$ cat src/rtl/fp_mul_rr_arbiter.sv
// Round-robin arbiter sharing one pipelined fp_mul between NUM_REQ requesters,
// with a tag pipe routing each result back to its issuer. Optional MUL_ARB_STATS_EN adds counters.
module fp_mul_rr_arbiter #(
    parameter int DATA_WIDTH  = 32,
    parameter int NUM_REQ     = 2,
    parameter int MUL_LATENCY = 11
) (
    input  logic                          clk,
    input  logic                          rst,
    input  logic [NUM_REQ-1:0]            req,
    input  logic [NUM_REQ*DATA_WIDTH-1:0] req_dataa,
    input  logic [NUM_REQ*DATA_WIDTH-1:0] req_datab,
    output logic [NUM_REQ-1:0]            grant,
    output logic                          mul_aclr,
    output logic                          mul_clk_en,
    output logic [DATA_WIDTH-1:0]         mul_dataa,
    output logic [DATA_WIDTH-1:0]         mul_datab,
    input  logic [DATA_WIDTH-1:0]         mul_result,
`ifdef MUL_ARB_STATS_EN
    output logic [31:0]                   issue_count,
    output logic [31:0]                   conflict_count,
`endif
    output logic [NUM_REQ-1:0]            resp_valid,
    output logic [DATA_WIDTH-1:0]         resp_data
);

    localparam int IDX_W = $clog2(NUM_REQ);
    localparam int LAST  = MUL_LATENCY;

    typedef enum logic [0:0] {
        ST_IDLE = 1'b0,
        ST_RUN  = 1'b1
    } state_t;

    state_t                  state_q, state_d;
    logic                    run_s;
    logic [IDX_W-1:0]        ptr_q, ptr_d;
    logic [IDX_W-1:0]        gidx_s;
    logic                    grant_any_s;
    logic                    found_s;
    logic                    clk_en_s;
    logic [DATA_WIDTH-1:0]   mul_dataa_q, mul_dataa_d;
    logic [DATA_WIDTH-1:0]   mul_datab_q, mul_datab_d;
    logic [LAST:0]           vld_q, vld_d;
    logic [IDX_W-1:0]        idx_q [LAST+1];
    logic [IDX_W-1:0]        idx_d [LAST+1];

    // Round-robin search starting at ptr_q, wrapping modulo NUM_REQ.
    always_comb begin
        grant   = '0;
        gidx_s  = '0;
        found_s = 1'b0;
        for (int k = 0; k < NUM_REQ; k++) begin
            int cand;
            cand = int'(ptr_q) + k;
            if (cand >= NUM_REQ) begin
                cand = cand - NUM_REQ;
            end else begin
                cand = cand;
            end
            if (!found_s && !rst && req[cand]) begin
                found_s     = 1'b1;
                grant[cand] = 1'b1;
                gidx_s      = IDX_W'(cand);
            end else begin
                found_s = found_s;
            end
        end
        grant_any_s = found_s;
    end

    // A valid tag can only exist in RUN, so gating it with run_s keeps clk_en = grant | any tag valid.
    always_comb begin
        if (rst) begin
            clk_en_s = 1'b0;
        end else begin
            clk_en_s = grant_any_s | (run_s & (|vld_q));
        end
    end

    // Pointer, operand register and tag pipe next-state.
    always_comb begin
        ptr_d       = ptr_q;
        mul_dataa_d = mul_dataa_q;
        mul_datab_d = mul_datab_q;
        vld_d       = vld_q;
        idx_d       = idx_q;
        if (grant_any_s) begin
            mul_dataa_d = req_dataa[gidx_s*DATA_WIDTH +: DATA_WIDTH];
            mul_datab_d = req_datab[gidx_s*DATA_WIDTH +: DATA_WIDTH];
            if (gidx_s == IDX_W'(NUM_REQ - 1)) begin
                ptr_d = '0;
            end else begin
                ptr_d = gidx_s + IDX_W'(1);
            end
        end else begin
            ptr_d = ptr_q;
        end
        if (clk_en_s) begin
            vld_d    = {vld_q[LAST-1:0], grant_any_s};
            idx_d[0] = gidx_s;
            for (int k = 1; k <= LAST; k++) begin
                idx_d[k] = idx_q[k-1];
            end
        end else begin
            vld_d = vld_q;
        end
    end

    // Datapath and tag registers.
    always_ff @(posedge clk) begin
        if (rst) begin
            ptr_q       <= '0;
            mul_dataa_q <= '0;
            mul_datab_q <= '0;
            vld_q       <= '0;
            for (int k = 0; k <= LAST; k++) begin
                idx_q[k] <= '0;
            end
        end else begin
            ptr_q       <= ptr_d;
            mul_dataa_q <= mul_dataa_d;
            mul_datab_q <= mul_datab_d;
            vld_q       <= vld_d;
            for (int k = 0; k <= LAST; k++) begin
                idx_q[k] <= idx_d[k];
            end
        end
    end

    // Status FSM state register.
    always_ff @(posedge clk) begin
        if (rst) begin
            state_q <= ST_IDLE;
        end else begin
            state_q <= state_d;
        end
    end

    // Status FSM next-state.
    always_comb begin
        state_d = state_q;
        case (state_q)
            ST_IDLE: begin
                if (grant_any_s) state_d = ST_RUN;
                else             state_d = ST_IDLE;
            end
            ST_RUN: begin
                if (!grant_any_s && !(|vld_q)) state_d = ST_IDLE;
                else                           state_d = ST_RUN;
            end
            default: state_d = ST_IDLE;
        endcase
    end

    // Status FSM outputs.
    always_comb begin
        run_s = 1'b0;
        case (state_q)
            ST_IDLE: run_s = 1'b0;
            ST_RUN:  run_s = 1'b1;
            default: run_s = 1'b0;
        endcase
    end

    // Result routing from the last tag stage.
    always_comb begin
        if (!rst && vld_q[LAST]) begin
            resp_valid = NUM_REQ'(1) << idx_q[LAST];
        end else begin
            resp_valid = '0;
        end
    end

    assign mul_aclr   = rst;
    assign mul_clk_en = clk_en_s;
    assign mul_dataa  = mul_dataa_q;
    assign mul_datab  = mul_datab_q;
    assign resp_data  = mul_result;

`ifdef MUL_ARB_STATS_EN
    logic [31:0] issue_count_q, issue_count_d;
    logic [31:0] conflict_count_q, conflict_count_d;

    // Saturating usage counters.
    always_comb begin
        issue_count_d    = issue_count_q;
        conflict_count_d = conflict_count_q;
        if (grant_any_s && (issue_count_q != 32'hFFFF_FFFF)) begin
            issue_count_d = issue_count_q + 32'd1;
        end else begin
            issue_count_d = issue_count_q;
        end
        if ((32'($countones(req)) >= 32'd2) && (conflict_count_q != 32'hFFFF_FFFF)) begin
            conflict_count_d = conflict_count_q + 32'd1;
        end else begin
            conflict_count_d = conflict_count_q;
        end
    end

    // Counter registers.
    always_ff @(posedge clk) begin
        if (rst) begin
            issue_count_q    <= '0;
            conflict_count_q <= '0;
        end else begin
            issue_count_q    <= issue_count_d;
            conflict_count_q <= conflict_count_d;
        end
    end

    assign issue_count    = issue_count_q;
    assign conflict_count = conflict_count_q;
`endif

endmodule

$ cat config.mk
export PLATFORM = sky130hd
export DESIGN_NAME = fp_mul_rr_arbiter
export DESIGN_NICKNAME = d
export VERILOG_FILES = /design/src/rtl/fp_mul_rr_arbiter.sv
export SDC_FILE = /design/constraint.sdc
export NUM_CORES = 1
export LEC_CHECK = 0
export CAP_MARGIN = 20
export CORE_UTILIZATION = 35
export DETAILED_ROUTE_END_ITERATION = 16
export GPL_TIMING_DRIVEN = 0
export PLACE_DENSITY = 0.75
export SETUP_SLACK_MARGIN = 0.1
export SLEW_MARGIN = 20
export SYNTH_ARGS = -nofsm -noshare
export SYNTH_HDL_FRONTEND = slang
export SYNTH_SLANG_ARGS = --single-unit
$ cat constraint.sdc
create_clock -name clk -period 1.92 [get_ports clk]
set_clock_uncertainty 0.2 [all_clocks]
set_input_delay 0.384 -clock clk [delete_from_list [all_inputs] [get_ports clk]]
set_output_delay 0.384 -clock clk [all_outputs]
set_load 0.01 [all_outputs]
==> impl_metrics.ini <==
[pwr]
areal_power_density_over_the_cells_nw_per_um2 = 681
post-layout-total-power_mw = 5.19
power.leakage_nw = 3.37
vdd.ir_drop.worst_v = 0.000483

[detailed_routing]
drtAntennaViolNets = 0
drc = 0
num_vias = 5432
post_drt_wl_per_cell_um = 17.7
drt_iter0_drc = 431
post_drt_via_cell_ratio = 5.48
wirelength_routed_um = 17500
drt_pre_antenna_iters = 5

[job]
max_cap_viol_count = 0

[cells_and_area]
layout_net_count = 979
layout_common_cells = sky130_fd_sc_hd__clkdlybuf4s50_1, sky130_fd_sc_hd__dfxtp_1, sky130_fd_sc_hd__nor2_1, sky130_fd_sc_hd__nand3_1, sky130_fd_sc_hd__o21ai_0
final_layout_size_suffix_gt1_frac = 0.139
area.growth.synth_to_final_pct = 68.2
layout.cells.most_common = sky130_fd_sc_hd__clkdlybuf4s50_1
antenna_cells = 0
fillers = 1171

[run_status]
result_of_the_run = finished, violations left
violations = setup timing

[logic_synthesis]
synthesis.nets = 731
fraction_of_the_yosys_area_taken_by_sequential_cells = 0.398
synth-seq-cells = 90
synth_cell_types = 33
synthCells = 567
number_of_warnings_printed_during_yosys_synthesis = 0
synth.avg_cell_area_sq_um = 7.99
synth.cell_area_sq_um = 4530

[critical_path]
crit_arrival_ps = 1580
required_ps = 1340
kind_of_critical_path = reg -> out
critPathMaxFanout = 3
worstPathCellList = nor4_4, and4_4, buf_6, nor3_4, buf_2
crit_path_end_kind = output pin
critPathBufInv = 2
timing.critical_path.max_delay_family = simple AND/OR/NAND/NOR gates
critical-path-slowest-cell = sky130_fd_sc_hd__dfxtp_2
worstSetupStartpointType = register
critical_path.max_stage_delay_ps = 340

[hold_path]
hold_path.class = in -> reg

[placed_design]
gp_congestion = 0.897
io_buffers = 230
preCtsSetupSlack_ps = -771
place_hpwl_um = 12700

[timing]
worst_slew_margin_rel = 0.608
post-route-worst-setup-slack_ps = -241
rsz0062_at_grt = yes
post-route-period-util = 1.13
layout_min_cycle_time_ps = 2160
fmax_mhz = 463
tns_ps = -241
finalSetupViolCount = 1
finalMaxSlewViolations = 0
final_hold_viol_count = 0
worst-slew-pin-transition_ps = 588

[clocking]
clk_latency_ps = 340
tritoncts = done
cts_sinks = 90
clock_pin_slew_on_the_worst_setup_and_hold_paths_ps = 60
h-tree-depth = 3
cts_inserted_buffers = 9
cts-root-to-sink-buffers = 2
ctsRootBufferMaster = sky130_fd_sc_hd__clkbuf_16
cts_hold_buffers = 0

[global_routing]
grt_max_degree = 20
globalRouteTotalUtil = 0.250
grt_first_pass_wirelength_um = 26200
globalRouteOverflowTotal = 0
number_of_antenna_violations_at_the_first_check_in_global_routing = 0
number_of_global_route_vias_before_repair = 5398

[floorplan]
std_cell_rows = 41
die-height_um = 116
die_width_um = 116
boundaryPins = 266
coreArea_sq_um = 12600
die_area_sq_um = 13400
initial_utilization = 0.359
[synth_stat cells, drive strengths merged]
| library cell | number | area (sq um) |
|---|---|---|
| buf | 65 | 423 |
| nor3 | 3 | 15.0 |
| or3 | 2 | 12.5 |
| o311ai | 1 | 8.76 |
| nor4b | 11 | 96.3 |
| inv | 3 | 11.3 |
| and4 | 1 | 8.76 |
| nand2b | 8 | 50.1 |
| a311oi | 64 | 561 |
| nand2 | 27 | 101 |
| clkbuf | 35 | 131 |
| or2 | 1 | 6.26 |
| o211ai | 10 | 80.1 |
| a211oi | 1 | 7.51 |
| a41oi | 1 | 8.76 |
| o22ai | 1 | 6.26 |
| nor2 | 70 | 263 |
| nand3b | 7 | 52.6 |
| nand3 | 64 | 320 |
| nor2b | 10 | 62.6 |
| dfxtp | 90 | 1800 |
| o21ai | 71 | 355 |
| mux2i | 1 | 10.0 |
| nor4 | 3 | 37.5 |
| and2b | 1 | 7.51 |
| a21oi | 5 | 25.0 |
| nand4 | 11 | 68.8 |
[sequential cells by signal, summed over array words and instances (netlist names)]
name,cells
mul_dataa,32
state_q,1
ptr_q,1
mul_datab,32
vld_q,12
idx_q,12
[cell type report]
cell class,count,area [sq um],share of cell area
plain buffers,96,617,0.0809
flip-flops and latches,90,1810,0.237
clock inverters,6,73.8,0.00968
multi-input cells,374,2230,0.293
well taps,172,215,0.0282
repair buffers,241,2430,0.318
clock buffers,10,239,0.0314
inverters,3,11.3,0.00148
[per-layer routing]
metal	vias up	wire [um]	GRT usage
li1	2538	-	-
met5	-	0	0
met3	35	1320	0.0397
met4	0	427	0.113
met2	271	8650	0.444
met1	2588	7120	0.295
[where the power goes]
part           leakage (nW)  total (mW)  internal, mW  switching (mW)
logic                  2.47        1.26         0.689           0.571
clock network         0.154        1.86          1.06           0.801
registers             0.745        2.07          1.99          0.0728
[path summary, 6_finish.rpt]
kind            startpoint  cells past startpoint            end  slack [ps]
max              vld_q[11]                      5     mul_clk_en        -240
min reg2reg  mul_dataa[21]                      2  mul_dataa[21]         300
min                 req[1]                      3       vld_q[0]         220
max reg2reg          ptr_q                      6  mul_dataa[30]         150
[stage by stage]
step                hold WS [ps]  area [sq um]   util  instances
floorplan                    253          4540      -        567
global placement             267          7050  0.559        969
detailed placement           277          7050  0.559        969
CTS                          199          7460  0.591        990
global route                 240          7620  0.604        992
finish                       217          7620  0.604        992
[worst reg2reg max path, cell delays in order, from the launching register on]
cell and delay, ps:
sky130_fd_sc_hd__dfxtp_2 330, sky130_fd_sc_hd__buf_4 130, sky130_fd_sc_hd__and2b_1 220, sky130_fd_sc_hd__buf_6 170, sky130_fd_sc_hd__buf_4 180, sky130_fd_sc_hd__o21ai_0 100, sky130_fd_sc_hd__a311oi_1 350
[timing repair]
| item | 4_1_cts | 5_1_grt |
|---|---|---|
| cloned | 0 | 0 |
| pin swaps | 4 | 10 |
| setup buffers | 6 | 5 |
| gates resized for setup | 65 | 56 |
| endpoints found under the setup margin | 28 | 89 |
[cells by family after synthesis]
| family | synth area share |
|---|---|
| and+or+nand+nor | 0.243 |
| AOI/OAI and AO/OA | 0.232 |
| buffers and inverters | 0.125 |
| DFF | 0.398 |
| muxes | 0.00221 |
(Power assumes the default switching activity.)
